`config.mk`:
```
export PLATFORM = sky130hd
export DESIGN_NAME = fwd_sel_ctrl
export DESIGN_NICKNAME = d
export VERILOG_FILES = /design/src/rtl/fwd_sel_ctrl.sv
export SDC_FILE = /design/constraint.sdc
export NUM_CORES = 1
export LEC_CHECK = 0
export CAP_MARGIN = 0
export CORE_MARGIN = 2
export CORE_UTILIZATION = 51
export CTS_CLUSTER_SIZE = 14
export DETAILED_ROUTE_END_ITERATION = 8
export PLACE_DENSITY = 0.87
export SLEW_MARGIN = 0
export SYNTH_ARGS = -nofsm -noshare
export SYNTH_HDL_FRONTEND = slang
export SYNTH_SLANG_ARGS = --single-unit
```
`constraint.sdc`:
```
create_clock -name clock -period 2.6 [get_ports clock]
set_input_delay 0.52 -clock clock [delete_from_list [all_inputs] [get_ports clock]]
set_output_delay 0.52 -clock clock [all_outputs]
set_load 0.01 [all_outputs]
```
`src/rtl/fwd_sel_ctrl.sv`:
```
// fwd_sel_ctrl: forwarding and load-use hazard controller.
// It tracks the destination registers of the three older in-flight
// instructions (EX, MEM, WB) and produces the 2-bit operand mux selects,
// a load-use stall, and a saturating stall-cycle counter for debug.
module fwd_sel_ctrl #(
    parameter int REG_W = 5,
    parameter int CNT_W = 16
) (
    input  logic             clock,
    input  logic             reset,
    input  logic [REG_W-1:0] w_rs_5,
    input  logic [REG_W-1:0] w_rt_5,
    input  logic             w_rs_used,
    input  logic             w_rt_used,
    input  logic             w_issue_valid,
    input  logic             w_issue_wr_en,
    input  logic [REG_W-1:0] w_issue_rd_5,
    input  logic             w_issue_load,
    input  logic             w_flush,
    output logic [1:0]       w_fwd_a_2,
    output logic [1:0]       w_fwd_b_2,
    output logic             w_stall,
    output logic [CNT_W-1:0] w_stall_count_x
);

    // Mux select encodings.
    localparam logic [1:0] SEL_RF  = 2'b00;
    localparam logic [1:0] SEL_EX  = 2'b01;
    localparam logic [1:0] SEL_MEM = 2'b10;
    localparam logic [1:0] SEL_WB  = 2'b11;

    // Pipeline slot state.
    logic             ex_valid,  mem_valid,  wb_valid;
    logic             ex_wr_en,  mem_wr_en,  wb_wr_en;
    logic [REG_W-1:0] ex_rd,     mem_rd,     wb_rd;
    logic             ex_load,   mem_load,   wb_load;

    logic [CNT_W-1:0] stall_count;

    // Per-slot, per-operand match terms.
    logic ex_hit_a, mem_hit_a, wb_hit_a;
    logic ex_hit_b, mem_hit_b, wb_hit_b;
    logic load_use;
    logic ex_take;

    // A slot can forward only if it holds a live register write to a
    // nonzero destination that equals the requested source index.
    function automatic logic slot_match(
        input logic             valid,
        input logic             wr_en,
        input logic [REG_W-1:0] rd,
        input logic [REG_W-1:0] src
    );
        return valid & wr_en & (rd == src) & (src != '0);
    endfunction

    // Youngest producer wins: EX beats MEM beats WB, register file last.
    function automatic logic [1:0] pick_sel(
        input logic used,
        input logic hit_ex,
        input logic hit_mem,
        input logic hit_wb
    );
        logic [1:0] sel;
        sel = SEL_RF;
        if (used) begin
            if (hit_ex)
                sel = SEL_EX;
            else if (hit_mem)
                sel = SEL_MEM;
            else if (hit_wb)
                sel = SEL_WB;
        end
        return sel;
    endfunction

    // Match terms against the current slot contents.
    always_comb begin
        ex_hit_a  = slot_match(ex_valid,  ex_wr_en,  ex_rd,  w_rs_5);
        mem_hit_a = slot_match(mem_valid, mem_wr_en, mem_rd, w_rs_5);
        wb_hit_a  = slot_match(wb_valid,  wb_wr_en,  wb_rd,  w_rs_5);
        ex_hit_b  = slot_match(ex_valid,  ex_wr_en,  ex_rd,  w_rt_5);
        mem_hit_b = slot_match(mem_valid, mem_wr_en, mem_rd, w_rt_5);
        wb_hit_b  = slot_match(wb_valid,  wb_wr_en,  wb_rd,  w_rt_5);
    end

    // Load-use hazard: a load in EX cannot supply its data in time, so the
    // dependent decode instruction is held; a flush kills the consumer and
    // therefore suppresses the stall.
    always_comb begin
        load_use = w_issue_valid & ~w_flush & ex_valid & ex_load & ex_wr_en &
                   ((w_rs_used & ex_hit_a) | (w_rt_used & ex_hit_b));
        ex_take  = w_issue_valid & ~w_flush & ~load_use;
    end

    // Operand selects, forced to the register file while stalling.
    always_comb begin
        w_fwd_a_2 = SEL_RF;
        w_fwd_b_2 = SEL_RF;
        if (!load_use) begin
            w_fwd_a_2 = pick_sel(w_rs_used, ex_hit_a, mem_hit_a, wb_hit_a);
            w_fwd_b_2 = pick_sel(w_rt_used, ex_hit_b, mem_hit_b, wb_hit_b);
        end
    end

    assign w_stall         = load_use;
    assign w_stall_count_x = stall_count;

    // Slot shift pipeline: always advances, EX takes a bubble unless a
    // live, unflushed, unstalled instruction is issuing.
    always_ff @(posedge clock) begin
        if (reset) begin
            ex_valid  <= 1'b0;
            ex_wr_en  <= 1'b0;
            ex_rd     <= '0;
            ex_load   <= 1'b0;
            mem_valid <= 1'b0;
            mem_wr_en <= 1'b0;
            mem_rd    <= '0;
            mem_load  <= 1'b0;
            wb_valid  <= 1'b0;
            wb_wr_en  <= 1'b0;
            wb_rd     <= '0;
            wb_load   <= 1'b0;
        end else begin
            wb_valid  <= mem_valid;
            wb_wr_en  <= mem_wr_en;
            wb_rd     <= mem_rd;
            wb_load   <= mem_load;
            mem_valid <= ex_valid;
            mem_wr_en <= ex_wr_en;
            mem_rd    <= ex_rd;
            mem_load  <= ex_load;
            if (ex_take) begin
                ex_valid <= 1'b1;
                ex_wr_en <= w_issue_wr_en;
                ex_rd    <= w_issue_rd_5;
                ex_load  <= w_issue_load;
            end else begin
                ex_valid <= 1'b0;
                ex_wr_en <= 1'b0;
                ex_rd    <= '0;
                ex_load  <= 1'b0;
            end
        end
    end

    // Stall-cycle counter that sticks at all-ones instead of wrapping.
    always_ff @(posedge clock) begin
        if (reset)
            stall_count <= '0;
        else if (load_use && (stall_count != {CNT_W{1'b1}}))
            stall_count <= stall_count + 1'b1;
    end

endmodule
```
==> summary.md <==
Row generation in the floorplan step produced 23 rows. The worst setup path is launched from a primary input. The global routing stage identified its most utilized layer as met2. TritonCTS built the clock tree.

When the netlist entered floorplanning its net count stood at 255. The tightest hold path in the finished design has a slack of 0.458 ns. The tools report the core occupancy in the finished layout as 0.751. The met3 routing resource usage after global routing is 0.0585. The share of flip-flops with an asynchronous set or reset after synthesis works out to 0. Synthesis handed over a netlist of 231 instances.

The initial antenna violation count was 0; the area enclosed by the die boundary was 0.00477 mm². The tools report the initial core utilization as 0.536. Number of sinks handled by clock tree synthesis: 38.

The fraction of the cycle the final worst path needs works out to 1.00. After clock tree synthesis, the clock-pin slew on the worst setup and hold paths is 0.09 ns. The reported leakage power was 1.24 nW; the global-route met2 utilization was 0.372.

Count of fill cells added during filler insertion: 281. The detail-routed via count per cell came out at 5.46. The final critical-path required period came out at 2.61 ns. Category of the worst setup path capture point: an output port. Setup repair after global routing could not meet its margin everywhere. The number of buffers added by the clock tree synthesis step was 5; the combined area of all synthesized cells was 0.00216 mm².

Measured along the x axis, the die boundary spans 69.1 µm. For this run, the top clock speed supported by timing is 0.383 GHz. The share of final-layout standard cells stronger than drive strength 1 was 0.284. The final hold violation count was 0; the clock latency on the worst-skew pair was 0.30 ns. The tools report the number of max-slew violations in the final report as 0. For the number of global-route vias before repair, the log shows 1897. After synthesis the netlist holds a flip-flop and latch count of 38. The fraction of met1 tracks used by global routing is 0.298, and the area added between synthesis and finish is 40.2%. For the count of unique library cells instantiated by Yosys, the log shows 52. Data on the critical path arrives at its endpoint at 2.09 ns. The final layout contains 340 nets. Dividing the synthesized area by the synthesized cell count gives 9.34 µm².

The clock passes through at most 2 buffers. The final wirelength was 5440 µm. The root buffer cell chosen for the clock tree is clkbuf_8. Buffers placed on the I/O ports in this run total 43. The final reports fail on negative setup slack. The maximum fanout count along the critical path was 3; the global placer's final weighted congestion was 0.865. In this run, the number of DRC markers left after iteration 0 of detailed routing was 118. The I/O pin count came out at 44. Portion of the post-synthesis area used by sequential elements: 0.352. The run gives 0.00139 mm² as the multi-input combinational cell area. The logs give 0.692 for the relative max-transition margin and 367 for the number of standard cells in the layout, taps in and fillers out. Across the run, the number of max-cap violations was 0.

The floorplan step set the die height to 69.1 µm. Register area: 761 µm². The run gives -0.0101 ns as the least setup slack across all paths after layout.

The detailed-route wire length per cell was 14.8 µm. The actual transition at the worst max-transition pin came out at 0.460 ns. On the final layout, the worst clock skew is 0.0164 ns. In the routed design, unresolved DRC markers number 0.

In this run the worst hold path is classified as flip-flop to flip-flop. The final setup violation count was 1; the count of flip-flops with a built-in enable after synthesis was 0. Once detail routing completed, the nets flagged for antenna violations numbered 0.

The core region is 0.00403 mm². Critical path class: primary input to output port. Antenna diode instance count: 0. The sum of internal, switching and leakage power is 1.17 mW, and the overall via count from detail_route is 2003. The most used flip-flop cell after synthesis is dfxtp_1. The run finished, with violations left. The run gives 0 as the number of warnings reported in the yosys synthesis log. Summed over all nets, the half-perimeter wirelength after detailed placement is 4080 µm. The tools report the maximum level of the CTS H-tree as 2. For this run, the detailed router's first-pass iteration total came to 5.

The first global-routing pass estimated 8920 µm of wire. The peak ir drop on the vdd network came out at 469 µV. The total overflow left after global routing is 0. STA puts the critical path data required time at 2.08 ns.

The tools report the placed instance count as 354. Power spread over the standard cell area amounts to 386 mW/mm². The maximum number of pins on one net before global-route repair is 22, and the global-route usage over all layers is 0.233.
==> final cells by class <==
class	count	share of cell area
clock inverter	1	0.00165
timing repair buffer	84	0.230
inverter	7	0.00868
multi-input combinational	180	0.459
tap	50	0.0207
sequential	38	0.251
clock buffer	7	0.0285
==> cells by family (layout without fill, tap and decap cells) <==
group / count (synthesis) / count (layout) / share of synthesized area
compound gates: 30 / 30 / 0.114
buf+inv: 13 / 99 / 0.0243
fa+ha+maj: 1 / 1 / 0.00580
flops: 38 / 38 / 0.352
xor+xnor: 30 / 30 / 0.122
simple gates: 113 / 113 / 0.350
mux: 6 / 6 / 0.0325
==> cell usage after synthesis, types with 6 or more instances <==
cell type / number / area, µm²
and4_1: 6 / 52.6
nand3_1: 10 / 50.1
xnor2_1: 17 / 149
nand4_1: 7 / 43.8
nand2_1: 6 / 22.5
nor2b_1: 16 / 100
and2_1: 9 / 56.3
xor2_1: 13 / 114
nor2_1: 22 / 82.6
a21oi_1: 11 / 55.1
dfxtp_1: 38 / 761
inv_1: 7 / 26.3
==> worst max-delay path, stage by stage <==
cell,delay [ns]
buf_2,0.11
or4_4,0.52
nor2_4,0.11
buf_6,0.11
nor3_4,0.03
a32oi_2,0.24
o21ai_1,0.11
a211oi_1,0.17
buf_2,0.16
==> through the flow <==
step	setup TNS, ns	setup WS [ns]	instance area [µm²]
floorplan	0	0.0529	2160
global placement	-5.63	-0.743	2900
detailed placement	-6.39	-0.790	2900
CTS	-0.0865	-0.0632	3000
global route	-0.142	-0.0736	3030
finish	-0.0101	-0.0101	3030
==> power by group <==
| group | internal (mW) | switching (mW) |
|---|---|---|
| sequential | 0.588 | 0.00714 |
| clock | 0.214 | 0.210 |
| combinational | 0.0811 | 0.0692 |
| total | 0.884 | 0.286 |
==> layout by cell type, fill, tap and decap left out, types with 7 or more instances in the layout <==
| cell | count |
|---|---|
| nand4_1 | 7 |
| xnor2_1 | 17 |
| dfxtp_1 | 38 |
| xor2_1 | 13 |
| and2_1 | 8 |
| nand3_1 | 10 |
| buf_4 | 39 |
| clkdlybuf4s50_1 | 28 |
| buf_2 | 7 |
| a21oi_1 | 11 |
| inv_1 | 7 |
| nor2b_1 | 16 |
| nor2_1 | 22 |
==> what timing repair did <==
item | 4_1_cts | 5_1_grt
setup endpoints to repair | 5 | 5
hold buffers | 0 | 0
resized for setup | 53 | 13
setup buffers | 2 | 3
pin swaps | 12 | 14
==> flip-flops by register name, indices dropped and copies added, names as in the netlist <==
name             count
wb_valid             1
wb_rd                5
w_stall_count_x     16
ex_valid             1
mem_wr_en            1
wb_wr_en             1
mem_rd               5
ex_rd                5
ex_load              1
mem_valid            1
ex_wr_en             1
==> layer usage <==
metal  share of wire  vias to the layer above  wire, µm
li1                -                      985         -
met4           0.025                        0       138
met3           0.044                       12       242
met2            0.48                       63      2610
met5               0                        -         0
met1            0.45                      943      2450
==> final timing paths <==
kind | endpoint | slack, ns | cells past startpoint | startpoint
worst max-delay path | w_fwd_a_2[1] | -0.01 | 9 | w_rs_5[1]
worst min-delay path | wb_valid | 0.46 | 1 | mem_valid
worst max register to register | w_stall_count_x[1] | 0.40 | 8 | ex_rd[3]
worst min register to register | wb_valid | 0.46 | 1 | mem_valid
No activity file was read; power rests on OpenSTA's default activity.
